--- config.mk ---
export PLATFORM = sky130hd
export DESIGN_NAME = id_ex_operand_stage
export DESIGN_NICKNAME = d
export VERILOG_FILES = /design/src/rtl/id_ex_operand_stage.sv
export SDC_FILE = /design/constraint.sdc
export NUM_CORES = 1
export LEC_CHECK = 0
export BUFFER_PORTS_ARGS = -buffer_cell sky130_fd_sc_hd__buf_2
export CELL_PAD_IN_SITES_DETAIL_PLACEMENT = 2
export CELL_PAD_IN_SITES_GLOBAL_PLACEMENT = 2
export CORE_MARGIN = 4
export CORE_UTILIZATION = 33
export DETAILED_ROUTE_END_ITERATION = 6
export GPL_ROUTABILITY_DRIVEN = 0
export PLACE_DENSITY = 0.92
export SKIP_CTS_REPAIR_TIMING = 1
export SLEW_MARGIN = 10
export SYNTH_ARGS = -nofsm -noshare
export SYNTH_HDL_FRONTEND = slang
export SYNTH_SLANG_ARGS = --single-unit
--- constraint.sdc ---
create_clock -name clk -period 2.9 [get_ports clk]
set_input_delay 0.145 -clock clk [delete_from_list [all_inputs] [get_ports clk]]
set_output_delay 0.145 -clock clk [all_outputs]
set_load 0.02 [all_outputs]
--- src/rtl/id_ex_operand_stage.sv ---
// ID/EX pipeline register with operand forwarding and load-use hazard detection.
// Define EXEC_FWD_EN to build the EX/MEM and MEM/WB forwarding muxes; without it RAW hazards stall.
module id_ex_operand_stage #(
   parameter int unsigned W   = 32,
   parameter int unsigned RW  = 5,
   parameter int unsigned OPW = 4
) (
   input  logic           clk,
   input  logic           reset_n,
   input  logic           id_valid,
   input  logic [OPW-1:0] id_aluOP,
   input  logic [RW-1:0]  id_rs,
   input  logic [RW-1:0]  id_rt,
   input  logic [RW-1:0]  id_rd,
   input  logic [W-1:0]   id_rs_data,
   input  logic [W-1:0]   id_rt_data,
   input  logic [W-1:0]   id_imm,
   input  logic           id_use_imm,
   input  logic           id_uses_rt,
   input  logic           id_regwrite,
   input  logic           id_memread,
   input  logic           stall,
   input  logic           flush,
   input  logic           exmem_regwrite,
   input  logic [RW-1:0]  exmem_rd,
   input  logic [W-1:0]   exmem_result,
   input  logic           memwb_regwrite,
   input  logic [RW-1:0]  memwb_rd,
   input  logic [W-1:0]   memwb_result,
   output logic           hazard_stall,
   output logic           ex_valid,
   output logic [OPW-1:0] ex_aluOP,
   output logic [W-1:0]   ex_lvalue,
   output logic [W-1:0]   ex_rvalue,
   output logic [W-1:0]   ex_store_data,
   output logic [RW-1:0]  ex_rd,
   output logic           ex_regwrite,
   output logic           ex_memread
);

   typedef struct packed {
      logic           valid;
      logic [OPW-1:0] aluop;
      logic [RW-1:0]  rs;
      logic [RW-1:0]  rt;
      logic [RW-1:0]  rd;
      logic [W-1:0]   rs_data;
      logic [W-1:0]   rt_data;
      logic [W-1:0]   imm;
      logic           use_imm;
      logic           regwrite;
      logic           memread;
   } stage_t;

   stage_t stage_q;
   stage_t stage_d;

   logic          load_use_c;
   logic          raw_c;
   logic [W-1:0]  rs_fwd_c;
   logic [W-1:0]  rt_fwd_c;

   // MEM/WB retiring a write to a real (nonzero) register index
   function automatic logic wb_hit(input logic [RW-1:0] idx);
      return memwb_regwrite && (memwb_rd != '0) && (memwb_rd == idx);
   endfunction

   // destination collides with a source the ID instruction actually reads
   function automatic logic id_src_match(input logic [RW-1:0] dst);
      return (dst != '0) && ((dst == id_rs) || (id_uses_rt && (dst == id_rt)));
   endfunction

   assign load_use_c = stage_q.valid & stage_q.memread & id_src_match(stage_q.rd);

`ifdef EXEC_FWD_EN
   function automatic logic [W-1:0] fwd(input logic [RW-1:0] idx, input logic [W-1:0] latched);
      if (exmem_regwrite && (exmem_rd != '0) && (exmem_rd == idx)) return exmem_result;
      if (wb_hit(idx)) return memwb_result;
      return latched;
   endfunction

   assign raw_c    = 1'b0;
   assign rs_fwd_c = fwd(stage_q.rs, stage_q.rs_data);
   assign rt_fwd_c = fwd(stage_q.rt, stage_q.rt_data);
`else
   // without bypass paths, any in-flight producer not yet in MEM/WB must be waited out
   logic unused_exmem_result;
   assign unused_exmem_result = ^exmem_result;

   assign raw_c    = (stage_q.valid & stage_q.regwrite & id_src_match(stage_q.rd))
                   | (exmem_regwrite & id_src_match(exmem_rd));
   assign rs_fwd_c = stage_q.rs_data;
   assign rt_fwd_c = stage_q.rt_data;
`endif

   assign hazard_stall = id_valid & ~flush & (load_use_c | raw_c);

   // next stage contents: flush > stall > hazard bubble > load
   always_comb begin
      stage_d = stage_q;
      if (flush || (!stall && hazard_stall)) begin
         stage_d.valid    = 1'b0;
         stage_d.regwrite = 1'b0;
         stage_d.memread  = 1'b0;
         stage_d.aluop    = '0;
         stage_d.rd       = '0;
      end else if (stall) begin
         if (wb_hit(stage_q.rs)) stage_d.rs_data = memwb_result;
         if (wb_hit(stage_q.rt)) stage_d.rt_data = memwb_result;
      end else begin
         stage_d.valid    = id_valid;
         stage_d.aluop    = id_aluOP;
         stage_d.rs       = id_rs;
         stage_d.rt       = id_rt;
         stage_d.rd       = id_rd;
         stage_d.rs_data  = wb_hit(id_rs) ? memwb_result : id_rs_data;
         stage_d.rt_data  = wb_hit(id_rt) ? memwb_result : id_rt_data;
         stage_d.imm      = id_imm;
         stage_d.use_imm  = id_use_imm;
         stage_d.regwrite = id_regwrite & id_valid;
         stage_d.memread  = id_memread & id_valid;
      end
   end

   always_ff @(posedge clk or negedge reset_n) begin
      if (!reset_n) stage_q <= '0;
      else          stage_q <= stage_d;
   end

   assign ex_valid      = stage_q.valid;
   assign ex_aluOP      = stage_q.aluop;
   assign ex_rd         = stage_q.rd;
   assign ex_regwrite   = stage_q.regwrite;
   assign ex_memread    = stage_q.memread;
   assign ex_lvalue     = rs_fwd_c;
   assign ex_rvalue     = stage_q.use_imm ? stage_q.imm : rt_fwd_c;
   assign ex_store_data = rt_fwd_c;

endmodule

== Yosys cells after proc, flatten, opt, wreduce, memory -nomap -nowiden ==
Cells that the tools add are included.
Storage, ports and cells
  register bits: 119
  input port bits: 200
  output and inout bits: 109
  word-level logic and storage cells: 67
Cells by class
  equal/unequal tests: 11
  multiplexer cells: 11
  bitwise logic cells: 14
  reduce and logical (&&, ||, !) cells: 20
Operator list (count)
  2-to-1 mux 32 bit: 5
  2-to-1 mux 64 bit: 1
  == test 5 bit: 8
  2-to-1 mux 20 bit: 1
  nonzero test 5 bit: 3
  logical AND 1 bit: 10
  2-to-1 mux 5 bit: 2
  AND 1 bit: 9
  inequality test 2 x 1 -> 1 bit, second input constant: 3
  AND reduction 2 bit: 3
  2-to-1 mux 2 bit: 2
  logical OR 1 bit: 3
  NOT 1 bit: 3
  OR 1 bit: 2
  zero test 1 bit: 1

== Longest topological paths before layout ==
Gate-level depths: netlist of the first run.
  depth in word-level cells: 12
  depth in mapped cells: 8
  gate-level depth less buffers: 6

== Worst setup path after synthesis of the first run ==
No wires, ideal clock.
  kind: input to register
  start point: in memwb_rd[4]
  end point: reg stage_q (netlist bit ex_lvalue[0])
  library setup time: 0.125 ns
  arrival time: 1.952 ns
  required time: 2.775 ns
  slack: 0.823 ns
  stages on the path: 8
  path buffers: 2
  cell sequence: buf_2 > or4_4 > nor2_4 > nor3_2 > a41o_4 > buf_6 > mux2_4 > mux2_4
On the way
  word-level cells in the longest chain between the ends: 5
  elaborated cells between the ends (all ways): 10
  classes of those cells: eq/ne: 3; mux: 2; reduce/logical: 5
RTL lines
  start: declaration: RTL line 28  | input logic [RW-1:0] memwb_rd,
  nonzero test 5 bit: RTL line 65  | return memwb_regwrite && (memwb_rd != '0) && (memwb_rd == idx);
  logical AND 1 bit (2 in a row): RTL line 65
  inequality test 2 x 1 -> 1 bit (no source line) or 2-to-1 mux 32 bit (tied branches)
  AND reduction 2 bit (no source line) or 2-to-1 mux 64 bit (tied branches)
  end signal: assignment: RTL line 127  | else stage_q <= stage_d;
  end: declaration: RTL line 55  | stage_t stage_q;
Parallel ways exist; a longest one is shown, timed or not.
A chain may end at the register's enable or synchronous reset.

== Worst setup path after layout of the first run ==
  start point: reg stage_q (netlist bit ex_rd[2])
  end point: reg stage_q (netlist bit ex_lvalue[30])
On the way
  word-level cells in the longest chain between the ends: 12
  elaborated cells between the ends (all ways): 15
  classes of those cells: eq/ne: 2; bitwise: 6; reduce/logical: 7
RTL lines
  == test 5 bit: RTL line 70  | return (dst != '0) && ((dst == id_rs) || (id_uses_rt && (dst == id_rt)));
  logical AND 1 bit: RTL line 70
  logical OR 1 bit: RTL line 70
  logical AND 1 bit (*): RTL line 70
  AND 1 bit: RTL line 90  | assign raw_c = (stage_q.valid & stage_q.regwrite & id_src_match(stage_q.rd))
  OR 1 bit: RTL line 91  | | (exmem_regwrite & id_src_match(exmem_rd));
  OR 1 bit (*): RTL line 96  | assign hazard_stall = id_valid & ~flush & (load_use_c | raw_c);
  AND 1 bit (*): RTL line 96
  logical AND 1 bit (*): RTL line 101  | if (flush || (!stall && hazard_stall)) begin
  logical OR 1 bit (*): RTL line 101
  NOT 1 bit (no source line) (*)
  AND reduction 2 bit (no source line) (*)
Every way passes the cells marked *; elsewhere a longest branch is shown, timed or not.

==> run summary, run 1 <==
Setup slack of the most critical reg-to-reg path - 0.57 ns
Inserted Clock Buffers - 17
Post-Route WL - 24100 um
Worst hold path stage count - 3
FP Rows - 54
Unrepaired setup endpoints after global routing - no
Count of port buffers added during placement - 276
Depth of the worst register-to-register path - 7
Number of levels in the clock H-tree - 4
WL met2 - 12700 um
Area inside the core boundary - 21800 um2
TritonCTS clock tree - done
Hold Path End - ex_aluOP[0]$_DFFE_PN0P_
Setup violators final - 0
Top sig layer - met5
Avg Inst Size Synth - 13.7 um2
Number of distinct library cell variants in the gate-level netlist after synthesis - 33
Number of clock sinks seen by CTS - 119
Critical path capture point type - flop
Highest net fanout along the worst path - 14
Number of max-cap violations - 0
Compound-gate portion of the synthesized area - 2.96%
Number of violations reported at the end of detailed-routing iteration 0 - 150
Per-cell routed wire length - 22.6 um
Sequential-to-total area share from yosys stat - 40.7%
Die footprint - 24600 um2
Share of final-layout standard cells stronger than drive strength 1 - 67.6%
Maximum achievable frequency - 429 MHz
DRC violations left - 0
Max Buffers Root-to-Sink - 2
Final setup skew - 0.0119 ns
Number of global-route vias before repair - 5870
Ratio of final minimum period to clock period - 80.4%
Launch point of the critical path - ex_rd[2]$_DFFE_PN0P_
Wire length of the first global-routing pass - 34700 um
Max IR drop VDD - 314 uV
Post-detail-place hpwl - 17700 um
Tightest hold margin - 0.00903 ns
Global-route total usage across every layer - 18.6%
Proportion of register bits with asynchronous set or reset after synthesis - 100%
Result of the run - finished, final reports clean
Prevailing post-synth register cell - sky130_fd_sc_hd__dfrtp_1
NumNets Final - 973
Maximum number of pins on one net before global-route repair - 63
Synthesis warning total - 0
Start of the worst register-to-register path - ex_rd[2]$_DFFE_PN0P_
Met1 WL - 9510 um
Cell types with the largest area share after synthesis - sky130_fd_sc_hd__dfrtp_1 41%, sky130_fd_sc_hd__mux2_4 25%, sky130_fd_sc_hd__mux2_2 13%
Sum of negative setup slack - 0 ns
Total non-filler cell area in the finished layout - 9340 um2
Synthesized-area fraction occupied by xor and xnor cells - 4.79%
Number of diodes - 0
Mux cell area share after synthesis - 37.4%
Leakage power of the design - 4.53 nW
Area grow syn2layout - 27.7%
Summed instance area of the synthesized netlist - 7310 um2
1st-pass router iterations - 4
Actual slew at the worst max-slew pin - 0.910 ns
Adder and majority gate portion of the synthesized area - 0%
Filler cell count in the final layout - 2203
Most frequent cells after synthesis - 120 x sky130_fd_sc_hd__mux2_4, 119 x sky130_fd_sc_hd__dfrtp_1, 83 x sky130_fd_sc_hd__mux2_2
Number of slew-limit violations in the final report - 0
Die Span X - 157 um
Met3 wire len - 1470 um
Largest family of logic cells by synthesized area - multiplexers
Synth top area share - 40.7%
Relative slew margins - 39.3%
Startpoint kind of the worst setup timing path - flop
Die Ht - 157 um
Routed vias - 5050
Cell type with the largest total area after synthesis - sky130_fd_sc_hd__dfrtp_1
Average via count per standard cell - 4.74
Most used standard cell by instance count after synthesis - sky130_fd_sc_hd__mux2_4
Total cell area at the placement stage - 8390 um2
Worst hold path class - in2reg
Number of top-level design ports - 309
Cells after synthesis - 533
Synthesis-stage register bit count - 119
Number of antenna-violating nets in the routed design - 0
Worst path arrival time - 2.62 ns
Starting density of the core - 33.5%
Hold Vio Cnt, Final - 0
Simple-gate portion of the synthesized area - 3.49%
Destination of the worst register-to-register timing path - ex_lvalue[30]$_DFFE_PN0P_
Power density over cell area - 649 nW/um2
Clock root buffer - sky130_fd_sc_hd__clkbuf_16
Type of the worst setup path - reg2reg
Data required time at the worst endpoint - 3.19 ns
Net count after synthesis - 733
Clock-pin slew on the worst setup and hold paths - 0.06 ns
Number of antenna violations at the first check in global routing - 1
Grt ovf - 0
Post-synth EDFFs - 0
Clock network latency to the later pin of the worst-skew pair - 0.41 ns
Overall power consumption - 0.00606 W
Clock period minus final worst setup slack - 2.33 ns
Startpoint of the tightest hold check path - id_aluOP[0]
==> through the flow <==
step	instances	util [%]	worst slack [ns]
after floorplan	533	-	0.823
after global placement	997	38.4	0.545
after detailed placement	997	38.4	0.508
after CTS	1028	41.1	0.566
after global routing	1065	42.8	0.482
final	1065	42.8	0.568
==> cell usage in the layout, fill, tap and decap left out, types with 3 or more instances in the layout <==
cell and instances:
sky130_fd_sc_hd__mux2_4 120, sky130_fd_sc_hd__xnor2_1 24, sky130_fd_sc_hd__clkinvlp_4 4, sky130_fd_sc_hd__a21oi_1 10, sky130_fd_sc_hd__clkinv_4 3, sky130_fd_sc_hd__nand2_1 14, sky130_fd_sc_hd__dfrtp_1 118, sky130_fd_sc_hd__buf_4 8
sky130_fd_sc_hd__mux2_2 83, sky130_fd_sc_hd__nor2_1 6, sky130_fd_sc_hd__inv_6 3, sky130_fd_sc_hd__clkbuf_16 17, sky130_fd_sc_hd__buf_2 275, sky130_fd_sc_hd__dlygate4sd3_1 37, sky130_fd_sc_hd__nand3b_1 9, sky130_fd_sc_hd__buf_12 3
sky130_fd_sc_hd__xor2_1 16
==> report_power, final <==
part	total [W]	internal, W	switching [W]
registers	0.00217	0.00193	0.000237
clock network	0.00210	0.00127	0.000831
logic	0.00180	0.000891	0.000905
total	0.00606	0.00409	0.00197
==> layout make-up <==
type / instances / area, um2 / share of cell area, %
Tap cell: 280 / 350 / 3.75
Clock inverter: 14 / 153 / 1.63
Multi-Input combinational cell: 311 / 3560 / 38.1
Clock buffer: 17 / 425 / 4.56
Timing Repair Buffer: 323 / 1870 / 20.0
Sequential cell: 119 / 2980 / 31.9
Inverter: 1 / 3.75 / 0.0402
==> kinds of logic (layout without fill, tap and decap cells) <==
kind of cell | after synthesis | in the layout
AO/OA/AOI/OAI | 23 | 23
multiplexers | 203 | 203
flip-flops | 119 | 119
buffers and inverters | 103 | 355
AND/OR/NAND/NOR | 45 | 45
XOR/XNOR | 40 | 40
==> layer usage <==
metal	vias up	GRT usage, %
met5	-	0
met4	2	4.88
met3	18	5.31
met2	187	33.9
met1	2568	21.2
li1	2275	-
==> flip-flops by register name (all words and copies together), names as in the netlist <==
name           flops
ex_aluOP           4
ex_lvalue         32
ex_memread         1
ex_rd              5
ex_regwrite        1
ex_store_data     32
ex_valid           1
stage_q           43
==> worst max path at each step <==
stage                                               to  slack, ns
final                        ex_lvalue[30]$_DFFE_PN0P_       0.57
after global routing         ex_lvalue[30]$_DFFE_PN0P_       0.48
after CTS                    ex_lvalue[30]$_DFFE_PN0P_       0.57
after detailed placement  ex_store_data[9]$_DFFE_PN0P_       0.51
after global placement       ex_lvalue[31]$_DFFE_PN0P_       0.54
after floorplan               ex_lvalue[0]$_DFFE_PN0P_       0.82
==> critical path, cell delays in order, from the launching register on <==
cell and delay (ns):
sky130_fd_sc_hd__dfrtp_1 0.48, sky130_fd_sc_hd__xnor2_1 0.18, sky130_fd_sc_hd__nand4_1 0.11, sky130_fd_sc_hd__o22ai_1 0.14, sky130_fd_sc_hd__a221oi_4 0.46, sky130_fd_sc_hd__a31o_4 0.18
sky130_fd_sc_hd__buf_4 0.31, sky130_fd_sc_hd__mux2_4 0.34
No activity file was read; power rests on OpenSTA's default activity.
==> inputs of run 2 (changes only) <==
- CORE_UTILIZATION: 33 -> 31
- PLACE_DENSITY: 0.92 -> 0.87
- clock period: 2.9 -> 2.3 ns (I/O delays scaled with it)
==> run 2 against run 1 <==
  * Clock power rose by 28%
  * Clock-buffer cell count grew 2
  * Non-clock buffer count increased by 19
  * Sequential power grew 24%
  * Global-route usage down 0.50 points
==> run summary, run 2 (synthesis gave the netlist of run 1 again) <==
Result of the run - finished, final reports clean
Clock root buffer - sky130_fd_sc_hd__clkbuf_16
Ratio of final minimum period to clock period - 95.6% (+15 points)
Final Non-Filler Cells - 1119 (+5.1%)
Top sig layer - met5
NumNets Final - 992 (+2.0%)
Wire length of the first global-routing pass - 36000 um (+3.8%)
Max IR drop VDD - 340 uV (+8.1%)
Top reg by flops - stage_q
Clock-pin slew on the worst setup and hold paths - 0.06 ns (about the same)
Final setup skew - 0.0157 ns (+0.00379 ns)
Launch point of the critical path - ex_rd[3]$_DFFE_PN0P_
Area grow syn2layout - 31.9%
Met1 WL - 9670 um (+1.7%)
Share of final-layout standard cells stronger than drive strength 1 - 67.6% (about the same)
Power density over cell area - 805 nW/um2 (+24%)
Hold Vio Cnt, Final - 0 (unchanged)
Actual slew at the worst max-slew pin - 0.707 ns (-0.203 ns)
CP max-delay cell - sky130_fd_sc_hd__dlygate4sd3_1
Average via count per standard cell - 4.61 (-2.8%)
Sequential Area - 2980 um2 (unchanged)
Number of top-level design ports - 309 (unchanged)
Number of global-route vias before repair - 5956 (+1.5%)
Inserted Clock Buffers - 17 (unchanged)
Number of clock sinks seen by CTS - 119 (unchanged)
Worst path cell trace - xnor2_1, nand4_1, o22ai_2, a22oi_1, buf_4, nand3b_1, a21oi_1, dlygate4sd3_1
Die footprint - 26100 um2 (+6.1%)
Startpoint kind of the worst setup timing path - flop
Leakage power of the design - 4.66 nW (+3.0%)
Setup violators final - 0 (unchanged)
Routed vias - 5155 (+2.1%)
Clock network latency to the later pin of the worst-skew pair - 0.42 ns (about the same)
Slack of the critical path - 0.101 ns (-0.467 ns)
Worst path arrival time - 2.50 ns (-0.12 ns)
Number of antenna-violating nets in the routed design - 0 (unchanged)
Maximum achievable frequency - 455 MHz (+6.1%)
DRC violations left - 0 (unchanged)
Number of violations reported at the end of detailed-routing iteration 0 - 138 (-8.0%)
Starting density of the core - 31.9% (-1.6 points)
Clock period minus final worst setup slack - 2.20 ns (-0.133 ns)
Highest-count cells in the layout ignoring fill and taps - 275 x sky130_fd_sc_hd__buf_2, 120 x sky130_fd_sc_hd__mux2_4, 118 x sky130_fd_sc_hd__dfrtp_1
TritonCTS clock tree - done
Slowest stage delay, CP - 0.57 ns (+0.09 ns)
Worst hold path class - in2reg
Area of the multi-input gates - 3560 um2 (+0.18%)
Maximum number of pins on one net before global-route repair - 63 (unchanged)
Type of the worst setup path - reg2reg
Met3 wire len - 1420 um (-3.3%)
Per-cell routed wire length - 22.4 um (-0.97%)
Area inside the core boundary - 22900 um2 (+5.0%)
Number of max-cap violations - 0 (unchanged)
Die Ht - 162 um (+3.0%)
Highest net fanout along the worst path - 13 (-1)
Most frequent standard cell in the layout excluding fill and tap cells - sky130_fd_sc_hd__buf_2
Post-Route WL - 25000 um (+4.0%)
Count of port buffers added during placement - 276 (unchanged)
Critical path capture point type - flop
WL met2 - 13600 um (+7.1%)
Number of levels in the clock H-tree - 4 (unchanged)
Worst-case setup slack after placement - -0.0659 ns (-0.574 ns)
Die Span X - 162 um (+3.0%)
Relative slew margins - 52.9% (+14 points)
Start of the worst register-to-register path - ex_rd[3]$_DFFE_PN0P_
Destination of the worst register-to-register timing path - ex_aluOP[0]$_DFFE_PN0P_
Global-route total usage across every layer - 18.1% (-0.50 points)
Data required time at the worst endpoint - 2.60 ns (-0.59 ns)
Depth of the worst register-to-register path - 8 (+1)
1st-pass router iterations - 4 (unchanged)
Placed insts - 1041 (+4.4%)
Post-detail-place hpwl - 18700 um (+5.7%)
Max Buffers Root-to-Sink - 2 (unchanged)
FP Rows - 55 (+1.9%)
Max reg flops - 43 (unchanged)
Filler cell count in the final layout - 2376 (+7.9%)
Number of antenna violations at the first check in global routing - 1 (unchanged)
Number of slew-limit violations in the final report - 0 (unchanged)
Grt ovf - 0 (unchanged)
Setup slack of the most critical reg-to-reg path - 0.10 ns (-0.47 ns)
Timing endpoint of the critical path - ex_aluOP[0]$_DFFE_PN0P_
==> run 2: where the power goes <==
group          switching, W  internal [W]
logic               0.00121       0.00117
clock network       0.00106       0.00164
registers          0.000266       0.00243
==> run 2: metrics by stage <==
step / hold WS, ns / setup TNS [ns] / instance area [um2] / util (%) / total power, W
2_1_floorplan: -0.181 / 0 / 7310 / - / 0.00443
4_1_cts: -0.290 / -0.0336 / 9170 / 40.0 / 0.00782
5_1_grt: 0.00320 / -0.0373 / 9640 / 42.1 / 0.00816
3_3_place_gp: 0.161 / -0.336 / 8580 / 37.4 / 0.00493
3_5_place_dp: 0.168 / -0.798 / 8580 / 37.4 / 0.00506
6_report: 0.000976 / 0 / 9640 / 42.1 / 0.00777
==> run 2: area by class of cell <==
class | count | area share, %
diodes | 1 | 0.0260
clock buffers | 19 | 4.59
clock inverters | 13 | 1.53
inverters | 1 | 0.0389
multi-input cells | 311 | 37.0
flip-flops and latches | 119 | 30.9
well taps | 313 | 4.06
repair buffers | 342 | 21.9
==> run 2: worst min path at each step <==
stage | slack [ns] | end | depth (start not counted) | startpoint
after CTS | -0.29 | ex_lvalue[1]$_DFFE_PN0P_ | 1 | reset_n
after detailed placement | 0.17 | ex_lvalue[1]$_DFFE_PN0P_ | 1 | reset_n
after global routing | 0.003 | ex_aluOP[2]$_DFFE_PN0P_ | 2 | flush
after global placement | 0.16 | ex_lvalue[1]$_DFFE_PN0P_ | 1 | reset_n
after floorplan | -0.18 | ex_aluOP[0]$_DFFE_PN0P_ | 0 | reset_n
final | 0.001 | ex_regwrite$_DFFE_PN0P_ | 3 | id_regwrite
==> run 2: per-layer routing <==
layer,up-vias,track usage (%)
met2,182,34.2
met4,2,3.88
met5,-,0
li1,2315,-
met1,2636,19.7
met3,20,5.64
==> run 2: critical path, delay by kind of cell (launching register included) <==
| family | cells | cell delay (ns) |
|---|---|---|
| and+or+nand+nor | 2 | 0.23 |
| DFF | 1 | 0.46 |
| AOI/OAI and AO/OA | 3 | 0.42 |
| buffers and inverters | 2 | 0.79 |
| xor gates and xnor gates | 1 | 0.19 |
